`src/rtl/game_ctrl.sv`:
```
// Game sequencer for the flappy-bird design: owns IDLE/PLAY/DYING/OVER, evaluates
// collision and pipe-pass scoring once per frame, and drives flap/score/best outputs.
module game_ctrl #(
  parameter int unsigned PIPE_W       = 60,
  parameter int unsigned GAP_H        = 120,
  parameter int unsigned BIRD_SZ      = 20,
  parameter int unsigned FLOOR_Y      = 440,
  parameter int unsigned DEATH_FRAMES = 60
) (
  input  logic       clk,
  input  logic       reset,
  input  logic       frame_tick,
  input  logic       start,
  input  logic       flap_key,
  input  logic [9:0] bird_x,
  input  logic [9:0] bird_y,
  input  logic [9:0] pipe1_x,
  input  logic [9:0] pipe2_x,
  input  logic [9:0] pipe3_x,
  input  logic [9:0] pipe1_y,
  input  logic [9:0] pipe2_y,
  input  logic [9:0] pipe3_y,
  output logic       world_rst,
  output logic       run,
  output logic       flap,
  output logic       score_inc,
  output logic [7:0] score,
  output logic [7:0] best,
  output logic       game_over,
  output logic [1:0] state
);

  typedef enum logic [1:0] {
    IDLE  = 2'd0,
    PLAY  = 2'd1,
    DYING = 2'd2,
    OVER  = 2'd3
  } state_e;

  localparam int unsigned   CNT_W    = (DEATH_FRAMES > 1) ? $clog2(DEATH_FRAMES) : 1;
  localparam logic [CNT_W-1:0] CNT_LOAD = CNT_W'(DEATH_FRAMES - 1);
  localparam logic [10:0]   SZ11     = 11'(BIRD_SZ);
  localparam logic [10:0]   PW11     = 11'(PIPE_W);
  localparam logic [10:0]   GAP11    = 11'(GAP_H);
  localparam logic [10:0]   FLOOR11  = 11'(FLOOR_Y);

  state_e           state_q, state_d;
  logic [CNT_W-1:0] cnt_q, cnt_d;
  logic [7:0]       score_q, score_d;
  logic [7:0]       best_q, best_d;
  logic [2:0]       behind_q, behind_d;
  logic             flap_q, flap_d;
  logic             score_inc_q, score_inc_d;
  logic             flapped_q, flapped_d;
  logic             start_q, flap_key_q;

  logic start_rise, flap_rise;
  assign start_rise = start & ~start_q;
  assign flap_rise  = flap_key & ~flap_key_q;

  // Per-pipe geometry, widened to 11 bits so sums never wrap.
  logic [9:0]  pipe_x [3];
  logic [9:0]  pipe_y [3];
  logic [10:0] bx11, by11;
  logic [2:0]  pipe_hit, behind_now;

  assign pipe_x = '{pipe1_x, pipe2_x, pipe3_x};
  assign pipe_y = '{pipe1_y, pipe2_y, pipe3_y};
  assign bx11   = {1'b0, bird_x};
  assign by11   = {1'b0, bird_y};

  for (genvar i = 0; i < 3; i++) begin : g_pipe
    logic [10:0] px11, py11;
    logic        overlap;
    assign px11          = {1'b0, pipe_x[i]};
    assign py11          = {1'b0, pipe_y[i]};
    assign overlap       = (bx11 + SZ11 > px11) && (bx11 < px11 + PW11);
    assign pipe_hit[i]   = overlap && ((by11 < py11) || (by11 + SZ11 > py11 + GAP11));
    assign behind_now[i] = (px11 + PW11 < bx11);
  end

  logic       hit;
  logic [2:0] pass_vec;
  logic [1:0] pass_cnt;
  logic [8:0] score_sum;
  logic [7:0] score_sat;

  assign hit       = (|pipe_hit) || (by11 + SZ11 > FLOOR11) || (bird_y == 10'd0);
  assign pass_vec  = behind_now & ~behind_q;
  assign pass_cnt  = 2'(pass_vec[0]) + 2'(pass_vec[1]) + 2'(pass_vec[2]);
  assign score_sum = {1'b0, score_q} + 9'(pass_cnt);
  assign score_sat = score_sum[8] ? 8'hFF : score_sum[7:0];

  always_comb begin
    // NOTE: every variable gets a default before the case so no path can infer a latch.
    state_d     = state_q;
    cnt_d       = cnt_q;
    score_d     = score_q;
    best_d      = best_q;
    behind_d    = behind_q;
    flap_d      = 1'b0;
    score_inc_d = 1'b0;
    flapped_d   = frame_tick ? 1'b0 : flapped_q;

    unique case (state_q)
      IDLE: begin
        score_d   = '0;
        behind_d  = '0;
        flapped_d = 1'b0;
        if (start_rise || flap_rise) begin
          state_d   = PLAY;
          flap_d    = flap_rise;
          flapped_d = flap_rise;
        end
      end
      PLAY: begin
        // A frame_tick opens a new frame, so an edge on that same cycle is allowed.
        if (flap_rise && (!flapped_q || frame_tick)) begin
          flap_d    = 1'b1;
          flapped_d = 1'b1;
        end
        if (frame_tick) begin
          behind_d = behind_now;
          if (hit) begin
            state_d = DYING;
            cnt_d   = CNT_LOAD;
          end else if (pass_cnt != 2'd0) begin
            score_inc_d = 1'b1;
            score_d     = score_sat;
          end
        end
      end
      DYING: begin
        if (frame_tick) begin
          if (cnt_q == '0) begin
            state_d = OVER;
            best_d  = (score_q > best_q) ? score_q : best_q;
          end else begin
            cnt_d = cnt_q - CNT_W'(1);
          end
        end
      end
      OVER: begin
        if (start_rise) begin
          state_d  = IDLE;
          score_d  = '0;
          behind_d = '0;
        end
      end
    endcase
  end

  // NOTE: state registers use non-blocking assignments so every flop samples pre-edge values.
  always_ff @(posedge clk) begin
    if (reset) begin
      state_q     <= IDLE;
      cnt_q       <= '0;
      score_q     <= '0;
      best_q      <= '0;
      behind_q    <= '0;
      flap_q      <= 1'b0;
      score_inc_q <= 1'b0;
      flapped_q   <= 1'b0;
      start_q     <= 1'b0;
      flap_key_q  <= 1'b0;
    end else begin
      state_q     <= state_d;
      cnt_q       <= cnt_d;
      score_q     <= score_d;
      best_q      <= best_d;
      behind_q    <= behind_d;
      flap_q      <= flap_d;
      score_inc_q <= score_inc_d;
      flapped_q   <= flapped_d;
      start_q     <= start;
      flap_key_q  <= flap_key;
    end
  end

  assign state     = state_q;
  assign world_rst = (state_q == IDLE);
  assign run       = (state_q == PLAY);
  assign game_over = (state_q == OVER);
  assign flap      = flap_q;
  assign score_inc = score_inc_q;
  assign score     = score_q;
  assign best      = best_q;

endmodule

```
`config.mk`:
```
export PLATFORM = sky130hd
export DESIGN_NAME = game_ctrl
export DESIGN_NICKNAME = d
export VERILOG_FILES = /design/src/rtl/game_ctrl.sv
export SDC_FILE = /design/constraint.sdc
export NUM_CORES = 1
export LEC_CHECK = 0
export BUFFER_PORTS_ARGS = -buffer_cell sky130_fd_sc_hd__buf_2
export CAP_MARGIN = 20
export CORE_ASPECT_RATIO = 1.2
export CORE_UTILIZATION = 37
export CTS_BUF_LIST = sky130_fd_sc_hd__clkbuf_8
export DETAILED_ROUTE_END_ITERATION = 7
export PLACE_DENSITY_LB_ADDON = 0.05
export SYNTH_ARGS = -nofsm -noshare
export SYNTH_HDL_FRONTEND = slang
export SYNTH_SLANG_ARGS = --single-unit
```
`constraint.sdc`:
```
create_clock -name clk -period 12.1 [get_ports clk]
set_input_delay 2.42 -clock clk [delete_from_list [all_inputs] [get_ports clk]]
set_output_delay 2.42 -clock clk [all_outputs]
set_load 0.03 [all_outputs]
```
Word-level counts from Yosys, hierarchy flattened:

Index checks and enable logic that the tools add are counted.

* multiplexer cells: 28
* reductions and logical operators: 28
* bitwise logic cells: 8
* magnitude comparators: 17
* $add $sub $neg: 12
* equality and inequality tests: 12

Operators by type and width (count)
* $mux 8: 5
* $add 10x6->11 const B: 3
* $add 10x7->11 const B: 3
* $gt 11x10->1: 3
* $gt 11x11->1: 3
* $lt 10x11->1: 3
* $lt 11x10->1: 3
* $lt 10x10->1: 3
* $mux 6: 4
* $pmux 8 s3: 1
* $add 10x5->11 const B: 2
* $mux 2: 6
* $pmux 6 s2: 1
* $gt 11x9->1 const B: 1
* $logic_not 10->1: 1
* $ne 2x2->1 const B: 5
* $reduce_and 5->1: 2
* $add 8x2->9: 1
* $pmux 3 s3: 1
* $gt 8x8->1: 1
* $ne 2x1->1 const B: 4
* $pmux 2 s4: 1
* $logic_and 1x1->1: 7
* $logic_or 1x1->1: 7
* other kinds (22): 34

* bits of input ports: 85
* logic and storage cells: 115
* output and inout bits: 23
* register bits: 32

Depth between registers and ports, before layout:

Gate-level depths: netlist (run 1).

* depth in word-level cells: 11
* mapped depth: 20
* gate-level depth less buffers: 20

Worst setup path after synthesis (run 1):

No wires, ideal clock.

* path type: in2reg
* start point: input port pipe2_x[2]
* end point: register score_q[6], in the netlist score[6]
* stages: 18
* data arrival time: 6.128 ns
* setup time: 0.070 ns
* data required time: 12.030 ns
* buffers on the path: 0
* path slack: 5.902 ns
* cell sequence: inv_1 -> ha_1 -> nor3b_2 -> nor2_1 -> xnor2_1 -> ha_1 -> a21o_1 -> a211o_1 -> nor3_2 -> nor2b_1 -> fa_1 -> ha_1 -> fa_1 -> and3_1 -> nand2_1 -> nor4b_1 -> or4_1 -> a21oi_1

* word-level cells in the longest chain between the ends: 11
* elaborated cells on any way between the ends: 22
* classes of those cells: add/sub (4); order compare (3); eq/ne (2); mux (5); bitwise (1); reduce/logical (7)

Ends and longest elaborated chain
* from (decl): line 18 `input logic [9:0] pipe2_x,`
* $add 10x6->11: line 77, 79
* $lt 11x10->1: line 79 `assign behind_now[i] = (px11 + PW11 < bx11);`
* $and 3x3->3: line 89 `assign pass_vec = behind_now & ~behind_q;`
* $add 1x1->2: line 90 `assign pass_cnt = 2'(pass_vec[0]) + 2'(pass_vec[1]) + 2'(pass_vec[2]);`
* $add 2x1->2: line 90
* $add 8x2->9: line 91 `assign score_sum = {1'b0, score_q} + 9'(pass_cnt);`
* $mux 8: line 92 `assign score_sat = score_sum[8] ? 8'hFF : score_sum[7:0];`
* $mux 8: line 127 `end else if (pass_cnt != 2'd0) begin`
* $mux 8: line 124 `if (hit) begin`
* $mux 8: line 122 `if (frame_tick) begin`
* $pmux 8 s3: line 105 `unique case (state_q)`
* to (signal assigned): line 169 `score_q <= score_d;`
* to (decl): line 49 `logic [7:0] score_q, score_d;`

Parallel ways exist; a longest one is shown, timed or not. The select of a mux whose other input is x is not followed.
A chain may end at the register's enable or synchronous reset.

Worst setup path in the final report (run 1):

* start point: input port pipe1_x[2]
* end point: register score_q[6], in the netlist score[6]

* word-level cells in the longest chain between the ends: 11
* elaborated cells on any way between the ends: 22
* classes of those cells: add/sub (4); order compare (3); eq/ne (2); mux (5); bitwise (1); reduce/logical (7)

Ends and longest elaborated chain
* from (decl): line 17 `input logic [9:0] pipe1_x,`
* $add 10x6->11: line 77, 79
* $lt 11x10->1: line 79
* $and 3x3->3: line 89
* $add 1x1->2: line 90
* $add 2x1->2: line 90
* $add 8x2->9: line 91
* $mux 8: line 92
* $mux 8: line 127
* $mux 8: line 124
* $mux 8: line 122
* $pmux 8 s3: line 105

Parallel ways exist; a longest one is shown, timed or not. The select of a mux whose other input is x is not followed.

==> flow_summary_export.csv, run 1 <==
group,metric,value,unit
clocking,cts_tree,"yes",
route,vias,5532,
critical_path,arrival,6.66,ns
place,globalplace.congestion,0.9062,
global_route,grt_pass1_vias,5459,
route,post_drt_via_cell_ratio,5.350,
yosys,synthFlopType,"dfxtp_1",
outcome,status,"finished clean",
clocking,numCtsBuffers,5,
power,ir_drop,0.00003799,V
yosys,synthTopCellsByArea,"ha_1 (31%), dfxtp_1 (11%), inv_1 (6.7%)",
critical_path,r2r_cells,11,
clocking,clk_pin_slew_worst_paths,0.07,ns
final_layout,layout-drive-gt1-share,15.90,%
die,rows,49,
critical_path,path_max_fanout,4,
worst_hold_path,whs_endpoint,"cnt_q[4]",
die,core_area,14960,um^2
yosys,yosysSeqAreaShare,11.37,%
critical_path,rrSetupSlack,9.25,ns
clocking,post-cts-setup-buffer-count,0,
clocking,h-tree-depth,2,
yosys,ys.warnings.count,0,
sta,worst_pin_slew,0.8177,ns
critical_path,timing.rr.start,"state[1]",
place,dp.final_hpwl,13800,um
worst_hold_path,hold_start,"cnt_q[4]",
job,cap_violations,0,
yosys,syn_area_per_cell,7.761,um^2
global_route,grt_use_total,21.22,%
yosys,synth_enable_flop_cells,0,
final_layout,area_growth,15.50,%
die,dieArea,15730,um^2
yosys,synth_area_leader_cell,"ha_1",
final_layout,antenna_cells,0,
place,placed_area,6381,um^2
sta,min_period,6.444,ns
route,firstDrtPassIters,4,
yosys,synth_area,5634,um^2
sta,slew_violations,0,
die,dieHeight,137.2,um
route,wl,16370,um
sta,fmax,155.2,MHz
final_layout,fin_cells,1034,
power,powerDensity,88.24,nW/um^2
yosys,synth.net_count,953,
clocking,cts_sinks,32,
critical_path,cp_data_required_time,12.32,ns
global_route,grt_max_degree,28,
route,drcViolationCount,0,
sta,rsz0062_at_grt,"false",
sta,slew_headroom,45.02,%
yosys,synth_top_area_share,31.09,%
worst_hold_path,worst_hold_path.num_cells,2,
yosys,async_flop_share,0,%
critical_path,critical_path_class,"input port to flip-flop",
clocking,root_buffer,"clkbuf_8",
die,die_w,114.6,um
final_layout,nNetsFinal,1056,
critical_path,cp-start-kind,"input port",
sta,setup_viol,0,
clocking,cts_hold_buf,0,
critical_path,max_stage_delay,0.53,ns
power,power_leakage,3.334,nW
yosys,ys_types,70,
sta,fin_crit_sh,53.26,%
global_route,overflow,0,
critical_path,cp_cell_sequence,"buf_2, inv_1, ha_1, nand2_1, xnor2_1, ha_1, a21oi_1, o21ai_0, a21oi_1, a21oi_1, a2111oi_2, nor2b_1, fa_1, ha_1, fa_1, and3_1, nand2_1, nor4b_1, or4_1, a21oi_1",
die,initial_utilization,37.66,%
clocking,postCtsResizedCells,0,
clocking,insertion_delay,0.29,ns
final_layout,design_area,6507,um^2
sta,hold_violations,0,
critical_path,cpMaxStageDelayCell,"a2111oi_2",
final_layout,finish.utilization,43.50,%
sta,setup_tns,0,ns
route,wl_per_cell,15.83,um
clocking,cts_max_path_buffers,2,
sta,fin_worst_skew,0.004681,ns
route,dr.first_iter.drc_count,264,
critical_path,setup.worst_path.end_class,"flip-flop",
die,pin_count,108,
global_route,grt_pass1_wl,26090,um
place,numPortBuffers,107,
place,placedCellCount,1026,
yosys,synthCells,726,
critical_path,regToRegEndpoint,"score[7]",
global_route,antenna_found_initial,0,
critical_path,critPathMostFrequentCell,"a21oi_1",
route,final_antenna_net_count,0,
yosys,synth-seq-cells,32,
worst_hold_path,holdCritPathClass,"flip-flop to flip-flop",
sta,hold_slack,0.4902,ns
cells in the final DEF (no fill, tap or decap), types with 5 or more instances in the layout:
cell type / count
nand3_1: 25
inv_1: 100
nor4_1: 6
dfxtp_1: 32
a21oi_1: 49
a211oi_1: 6
nor2b_1: 20
clkbuf_8: 7
nor3_1: 11
nand2b_1: 7
o211ai_1: 11
a21o_1: 14
and3_1: 10
o31ai_1: 9
xor2_1: 5
o21ai_0: 32
nor2_1: 44
o21a_1: 6
xnor2_1: 37
nand2_1: 44
buf_2: 107
ha_1: 140
and4_1: 7
mux2i_1: 8
nand4_1: 20
a211o_1: 6
layer usage:
layer  wire (um)  GRT usage [%]  part of all wire, %
met1        7525          26.04                   46
met2        8120          39.23                   50
met3         434          1.804                  2.7
met4         288          6.133                  1.8
met5           0              0                    0
sequential cells by signal (all words and copies together) (netlist names):
signal      cells
best            8
score           8
cnt_q           6
behind_q        3
state           2
flap            1
flap_key_q      1
flapped_q       1
score_inc       1
start_q         1
synth_stat cells (5+ instances only):
cell	number
a211oi_1	6
o21ai_0	32
clkbuf_1	9
xor2_1	5
o21a_1	6
nor2_1	44
o31ai_1	9
nand3_1	25
a21oi_1	49
dfxtp_1	32
ha_1	140
nand2b_1	7
and4_1	7
nor4_1	6
nand2_1	44
a21o_1	14
xnor2_1	37
nor2b_1	20
inv_1	100
and3_1	10
a211o_1	6
nand4_1	20
nor3_1	11
o211ai_1	11
mux2i_1	8
worst max-delay path by stage:
stage,endpoint,cells past startpoint,from,slack [ns]
after floorplan,score[6],18,pipe2_x[2],5.90
after global placement,score[6],20,pipe1_x[2],5.42
after global routing,score[6],20,pipe1_x[2],5.26
final,score[6],20,pipe1_x[2],5.66
after detailed placement,score[6],20,pipe1_x[2],5.35
after CTS,score[6],20,pipe1_x[2],5.65
report_power, final:
| group | total, mW | switching, mW | internal (mW) |
|---|---|---|---|
| clock | 0.116 | 0.0437 | 0.0727 |
| sequential | 0.129 | 0.0102 | 0.119 |
| combinational | 0.329 | 0.198 | 0.131 |
| total | 0.574 | 0.252 | 0.322 |
per-stage QoR:
step	power, mW	worst slack (ns)
floorplan	0.3640	5.902
global placement	0.4556	5.418
detailed placement	0.4617	5.348
CTS	0.5804	5.647
global route	0.6307	5.262
finish	0.5742	5.656
critical path: cells and delay by family:
| kind | cells | cell delay (ns) |
|---|---|---|
| simple gates | 6 | 1.20 |
| compound gates | 6 | 1.14 |
| xor+xnor | 1 | 0.12 |
| buf+inv | 2 | 0.20 |
| fa+ha+maj | 5 | 1.57 |
cell families after synthesis:
family	count (synthesis)	synth area share, %
AND/OR/NAND/NOR	212	19.79
AO/OA/AOI/OAI	177	21.25
adder cells (fa/ha/maj)	142	31.80
buffers and inverters	111	7.439
XOR/XNOR	42	6.529
flip-flops	32	11.37
multiplexers	10	1.821
layout make-up:
cell class / count / area (um^2)
Clock buffer: 7 / 96.34
Clock inverter: 1 / 30.03
Fill cell: 1615 / 8452
Inverter: 100 / 375.4
Multi-Input combinational cell: 583 / 4574
Sequential cell: 32 / 640.6
Tap cell: 204 / 255.2
Timing Repair Buffer: 107 / 535.5
No activity file was read; power rests on OpenSTA's default activity.
==> inputs of run 2 (changes only) <==
==> constraint.sdc (replaced) <==
create_clock -name clk -period 5.16 [get_ports clk]
set_input_delay 1.032 -clock clk [delete_from_list [all_inputs] [get_ports clk]]
set_output_delay 1.032 -clock clk [all_outputs]
set_load 0.03 [all_outputs]
==> run 2 against run 1 <==
  * Non-clock buffer count up 14
  * Wire length is 0.50% higher
  * Highest routed layer unchanged
  * Largest power group unchanged
  * Cell count grew 1.4%
  * Combinational power grew 140%
  * Hold slack improved by 0.0024 ns
  * Register-to-register slack got worse by 6.8 ns
  * Clock power up 100%
  * Flip-flop and latch count unchanged
==> flow_summary_export.csv, run 2 (synthesis gave the netlist of run 1 again) <==
group,metric,value,unit
die,initial_utilization,37.66,%
place,globalplace.congestion,0.8667,
clocking,cts_hold_buf,0,
critical_path,cpMaxStageDelayCell,"or4_1",
final_layout,nNetsFinal,1070,
sta,rsz0062_at_grt,"false",
place,numPortBuffers,107,
final_layout,design_area,6594,um^2
clocking,cts_max_path_buffers,2,
sta,setup_viol,0,
power,powerDensity,201.7,nW/um^2
sta,hold_violations,0,
sta,slew_violations,0,
critical_path,path_buf_inv,2,
global_route,grt_pass1_vias,5400,
power,power_leakage,3.398,nW
critical_path,cp-start-kind,"input port",
clocking,root_buffer,"clkbuf_8",
place,placedCellCount,1040,
critical_path,regToRegEndpoint,"score[6]",
global_route,grt_use_total,21.37,%
route,vias,5590,
critical_path,endpoint,"score[6]",
sta,fin_crit_sh,93.82,%
sta,slew_headroom,48.28,%
final_layout,fin_cells,1048,
sta,fmax,206.6,MHz
job,cap_violations,0,
final_layout,layout-drive-gt1-share,17.18,%
route,drcViolationCount,0,
route,wl_per_cell,15.70,um
critical_path,critPathMostFrequentCell,"a21oi_1",
power,power.internal,0.7390,mW
final_layout,area_growth,17.03,%
critical_path,setup.worst_path.end_class,"flip-flop",
final_layout,antenna_cells,0,
critical_path,rrSetupSlack,2.50,ns
die,die_w,114.6,um
critical_path,critical_path_class,"input port to flip-flop",
power,switching_share,44.42,%
power,report.power.total,1.330,mW
sta,fin_ws,0.3186,ns
critical_path,r2r_cells,9,
critical_path,max_stage_delay,0.46,ns
die,rows,49,
power,ir_drop,0.00008092,V
route,dr.first_iter.drc_count,314,
final_layout,mostFrequentLayoutCells,"ha_1 (140), buf_2 (107), inv_1 (101)",
clocking,cts_sinks,32,
clocking,clk_pin_slew_worst_paths,0.07,ns
clocking,h-tree-depth,2,
place,dp.final_hpwl,14040,um
clocking,numCtsBuffers,5,
clocking,insertion_delay,0.29,ns
critical_path,cp-startpoint,"pipe1_x[3]",
route,post_drt_via_cell_ratio,5.334,
global_route,antenna_found_initial,0,
place,dpl_worst_slack,0.03057,ns
die,pin_count,108,
global_route,grt_pass1_wl,26250,um
sta,setup_tns,0,ns
clocking,cts_tree,"yes",
power,pwr-share-seq,22.8,%
sta,worst_pin_slew,0.7692,ns
critical_path,timing.rr.start,"behind_q[0]",
power,power.share.clock,17.8,%
critical_path,path_depth,20,
sta,fin_worst_skew,0.007387,ns
sta,min_period,4.841,ns
place,placed_area,6486,um^2
worst_hold_path,holdCritPathClass,"flip-flop to flip-flop",
critical_path,path_max_fanout,4,
route,firstDrtPassIters,5,
critical_path,cp_cell_sequence,"buf_2, inv_1, ha_1, nand2_1, xnor2_1, ha_1, a21oi_1, o21ai_0, a21oi_1, a21oi_1, a2111oi_2, nor2b_1, fa_1, ha_1, fa_1, and3_1, nand2_1, nor4b_1, or4_1, a21oi_1",
power,p_sw,0.5907,mW
global_route,overflow,0,
critical_path,cp_top_family,"adder cells",
final_layout,mostFrequentLayoutCell,"ha_1",
final_layout,n_fill_cell,1594,
critical_path,arrival,5.06,ns
route,final_antenna_net_count,0,
route,wl,16450,um
power,power_frac_comb,59.4,%
critical_path,cp_data_required_time,5.37,ns
die,dieHeight,137.2,um
die,dieArea,15730,um^2
die,core_area,14960,um^2
clocking,postCtsResizedCells,0,
outcome,status,"finished clean",
global_route,grt_max_degree,28,
clocking,post-cts-setup-buffer-count,0,
==> run 2: worst min-delay path by stage <==
stage / start / endpoint / depth (start not counted)
floorplan: cnt_q[4] / cnt_q[4] / 2
global route: cnt_q[4] / cnt_q[4] / 2
detailed placement: cnt_q[4] / cnt_q[4] / 2
finish: cnt_q[4] / cnt_q[4] / 2
global placement: cnt_q[4] / cnt_q[4] / 2
CTS: cnt_q[4] / cnt_q[4] / 2
==> run 2: cell type report <==
cell class                 instances  area [um^2]  area share [%]
inverter                         100        375.4           5.693
sequential                        32        640.6           9.715
tap                              204        255.2           3.871
multi-input combinational        583         4574           69.37
clock inverter                     3        38.79          0.5882
clock buffer                       5        68.82           1.044
timing repair buffer             121        640.6           9.715
==> run 2: worst reg2reg max path, cell delays in order (launching register included) <==
cell     delay (ns)
dfxtp_1        0.37
nor2b_1        0.08
fa_1           0.50
ha_1           0.23
fa_1           0.43
and3_1         0.25
nand2_1        0.10
nor4b_1        0.05
or4_1          0.46
a21oi_1        0.13
==> run 2: per-stage QoR <==
step	hold slack [ns]	utilization, %
6_report	0.4927	44.08
5_1_grt	0.5281	44.08
4_1_cts	0.4911	44.08
3_5_place_dp	0.4806	43.36
3_3_place_gp	0.4767	43.36
2_1_floorplan	0.4511	-
==> run 2: power by group through the flow <==
| stage | registers, mW | clock network (mW) | logic, mW |
|---|---|---|---|
| global route | 0.308 | 0.259 | 0.895 |
| global placement | 0.308 | 0 | 0.771 |
| detailed placement | 0.309 | 0 | 0.791 |
| CTS | 0.304 | 0.247 | 0.794 |
| floorplan | 0.319 | 0 | 0.535 |
| finish | 0.303 | 0.237 | 0.789 |
==> run 2: metal layers <==
layer	vias to the layer above	wire (um)	GRT usage (%)
met4	0	289	5.916
met1	2626	7536	26.05
li1	2859	-	-
met3	16	352	1.452
met2	89	8270	40.10
met5	-	0	0
==> inputs of run 3 (changes only) <==
--- a/config.mk
+++ b/config.mk
@@ -10,8 +10,8 @@
 export CORE_ASPECT_RATIO = 1.2
 export CORE_UTILIZATION = 37
 export CTS_BUF_LIST = sky130_fd_sc_hd__clkbuf_8
+export CTS_CLUSTER_DIAMETER = 200
 export DETAILED_ROUTE_END_ITERATION = 7
-export PLACE_DENSITY_LB_ADDON = 0.05
 export SYNTH_ARGS = -nofsm -noshare
 export SYNTH_HDL_FRONTEND = slang
 export SYNTH_SLANG_ARGS = --single-unit
==> run 3 against run 2 <==
  * Core utilization about the same
  * Sequential power about the same
  * Cell count fell by 0.38%
  * Clock skew shrank 0.0044 ns
  * Critical path depth unchanged
  * First-iteration DRC count decreased by 43%
  * Die area did not move
==> flow_summary_export.csv, run 3 (synthesis gave the netlist of run 1 again) <==
group,metric,value,unit
outcome,status,"finished clean",
critical_path,max_stage_delay,0.51,ns
final_layout,nNetsFinal,1066,
sta,worst_pin_slew,0.8174,ns
critical_path,arrival,5.05,ns
sta,rsz0062_at_grt,"false",
global_route,grt_pass1_wl,23260,um
power,ir_drop,0.0001373,V
clocking,h-tree-depth,2,
clocking,numCtsBuffers,5,
critical_path,cp-start-kind,"input port",
worst_hold_path,holdCritPathClass,"flip-flop to flip-flop",
final_layout,mostFrequentLayoutCells,"ha_1 (140), buf_2 (107), inv_1 (100)",
route,final_antenna_net_count,0,
job,cap_violations,0,
sta,setup_tns,0,ns
power,powerDensity,202.4,nW/um^2
clocking,cts_tree,"yes",
place,globalplace.congestion,0.8787,
final_layout,antenna_cells,0,
route,drcViolationCount,0,
final_layout,mostFrequentLayoutCell,"ha_1",
die,core_area,14960,um^2
die,die_w,114.6,um
sta,fin_worst_skew,0.002945,ns
die,rows,49,
sta,min_period,4.844,ns
route,dr.first_iter.drc_count,179,
clocking,clk_pin_slew_worst_paths,0.07,ns
critical_path,setup.worst_path.end_class,"flip-flop",
sta,hold_violations,0,
route,post_drt_via_cell_ratio,5.218,
global_route,antenna_found_initial,0,
final_layout,area_growth,17.06,%
power,power.internal,0.7662,mW
clocking,root_buffer,"clkbuf_8",
clocking,cts_sinks,32,
final_layout,n_fill_cell,1562,
place,numPortBuffers,107,
clocking,insertion_delay,0.28,ns
final_layout,finish.utilization,44.09,%
clocking,post-cts-setup-buffer-count,0,
clocking,cts_hold_buf,0,
route,vias,5448,
global_route,grt_use_total,18.54,%
sta,fin_crit_sh,93.87,%
place,dp.final_hpwl,13000,um
critical_path,cpMaxStageDelayCell,"fa_1",
sta,hold_slack,0.4849,ns
global_route,overflow,0,
route,firstDrtPassIters,4,
global_route,grt_max_degree,28,
sta,slew_violations,0,
final_layout,layout-drive-gt1-share,16.90,%
die,pin_count,108,
critical_path,path_max_fanout,4,
sta,setup_viol,0,
sta,fmax,206.5,MHz
die,dieArea,15730,um^2
die,dieHeight,137.2,um
clocking,cts_max_path_buffers,2,
power,p_sw,0.5684,mW
power,power_leakage,3.385,nW
route,wl_per_cell,14.09,um
global_route,grt_pass1_vias,5004,
sta,slew_headroom,45.04,%
power,power_frac_comb,57.7,%
die,initial_utilization,37.66,%
critical_path,cp_cell_sequence,"buf_2, inv_1, ha_1, nand2_1, xnor2_1, ha_1, nand2_1, or2_2, nand2b_1, a21oi_1, a2111oi_4, nor2b_1, fa_1, ha_1, fa_1, and3_1, nand2_1, nor4b_1, or4_1, a21oi_1",
power,switching_share,42.59,%
power,pwr-share-seq,22.6,%
power,power.share.clock,19.7,%
route,wl,14710,um
critical_path,cp_data_required_time,5.37,ns
critical_path,critical_path_class,"input port to flip-flop",
## run 3: cell type report
class	instances	area (um^2)	share of cell area [%]
Multi-Input combinational cell	583	4587	69.55
Clock inverter	1	30.03	0.4553
Inverter	100	375.4	5.692
Clock buffer	7	96.34	1.461
Sequential cell	32	640.6	9.714
Timing Repair Buffer	117	610.6	9.258
Tap cell	204	255.2	3.870
## run 3: power by group through the flow
stage	registers, mW	clock network [mW]	logic (mW)
after floorplan	0.319	0	0.535
after global placement	0.308	0	0.763
after detailed placement	0.307	0	0.769
after CTS	0.302	0.272	0.771
after global routing	0.306	0.282	0.871
final	0.301	0.263	0.770
## run 3: metrics by stage
step                      total power [mW]  cell area [um^2]  instances  setup slack, ns
after global placement               1.070              6456       1036          0.07559
after detailed placement             1.076              6456       1036          0.03809
after global routing                 1.459              6595       1044          0.07063
after CTS                            1.345              6583       1044           0.3314
final                                1.335              6595       1044           0.3163
after floorplan                     0.8537              5634        726           0.3499
## run 3: final timing paths
path	from	end	slack [ns]	cells past startpoint
worst max-delay path	pipe1_x[2]	score[6]	0.32	20
worst min-delay path	cnt_q[4]	cnt_q[4]	0.48	2
worst max register to register	state[1]	score[6]	2.49	9
worst min register to register	cnt_q[4]	cnt_q[4]	0.48	2
## run 3: routing by layer
| layer | vias to the layer above | GRT usage, % | share of wire, % |
|---|---|---|---|
| li1 | 2859 | - | - |
| met1 | 2483 | 22.70 | 45 |
| met2 | 96 | 35.49 | 51 |
| met3 | 10 | 1.408 | 2.9 |
| met4 | 0 | 3.102 | 0.75 |
| met5 | - | 0 | 0 |
## run 3: critical path, delay by kind of cell
kind / cells / cell delay, ns
fa+ha+maj: 5 / 1.67
simple gates: 9 / 1.59
compound gates: 3 / 0.43
buf+inv: 2 / 0.20
xor+xnor: 1 / 0.13
## run 3: timing repair
item | in CTS | in global routing
setup endpoints to repair | 0 | 1
resized for setup | 0 | 1
hold endpoints to repair | 0 | 0
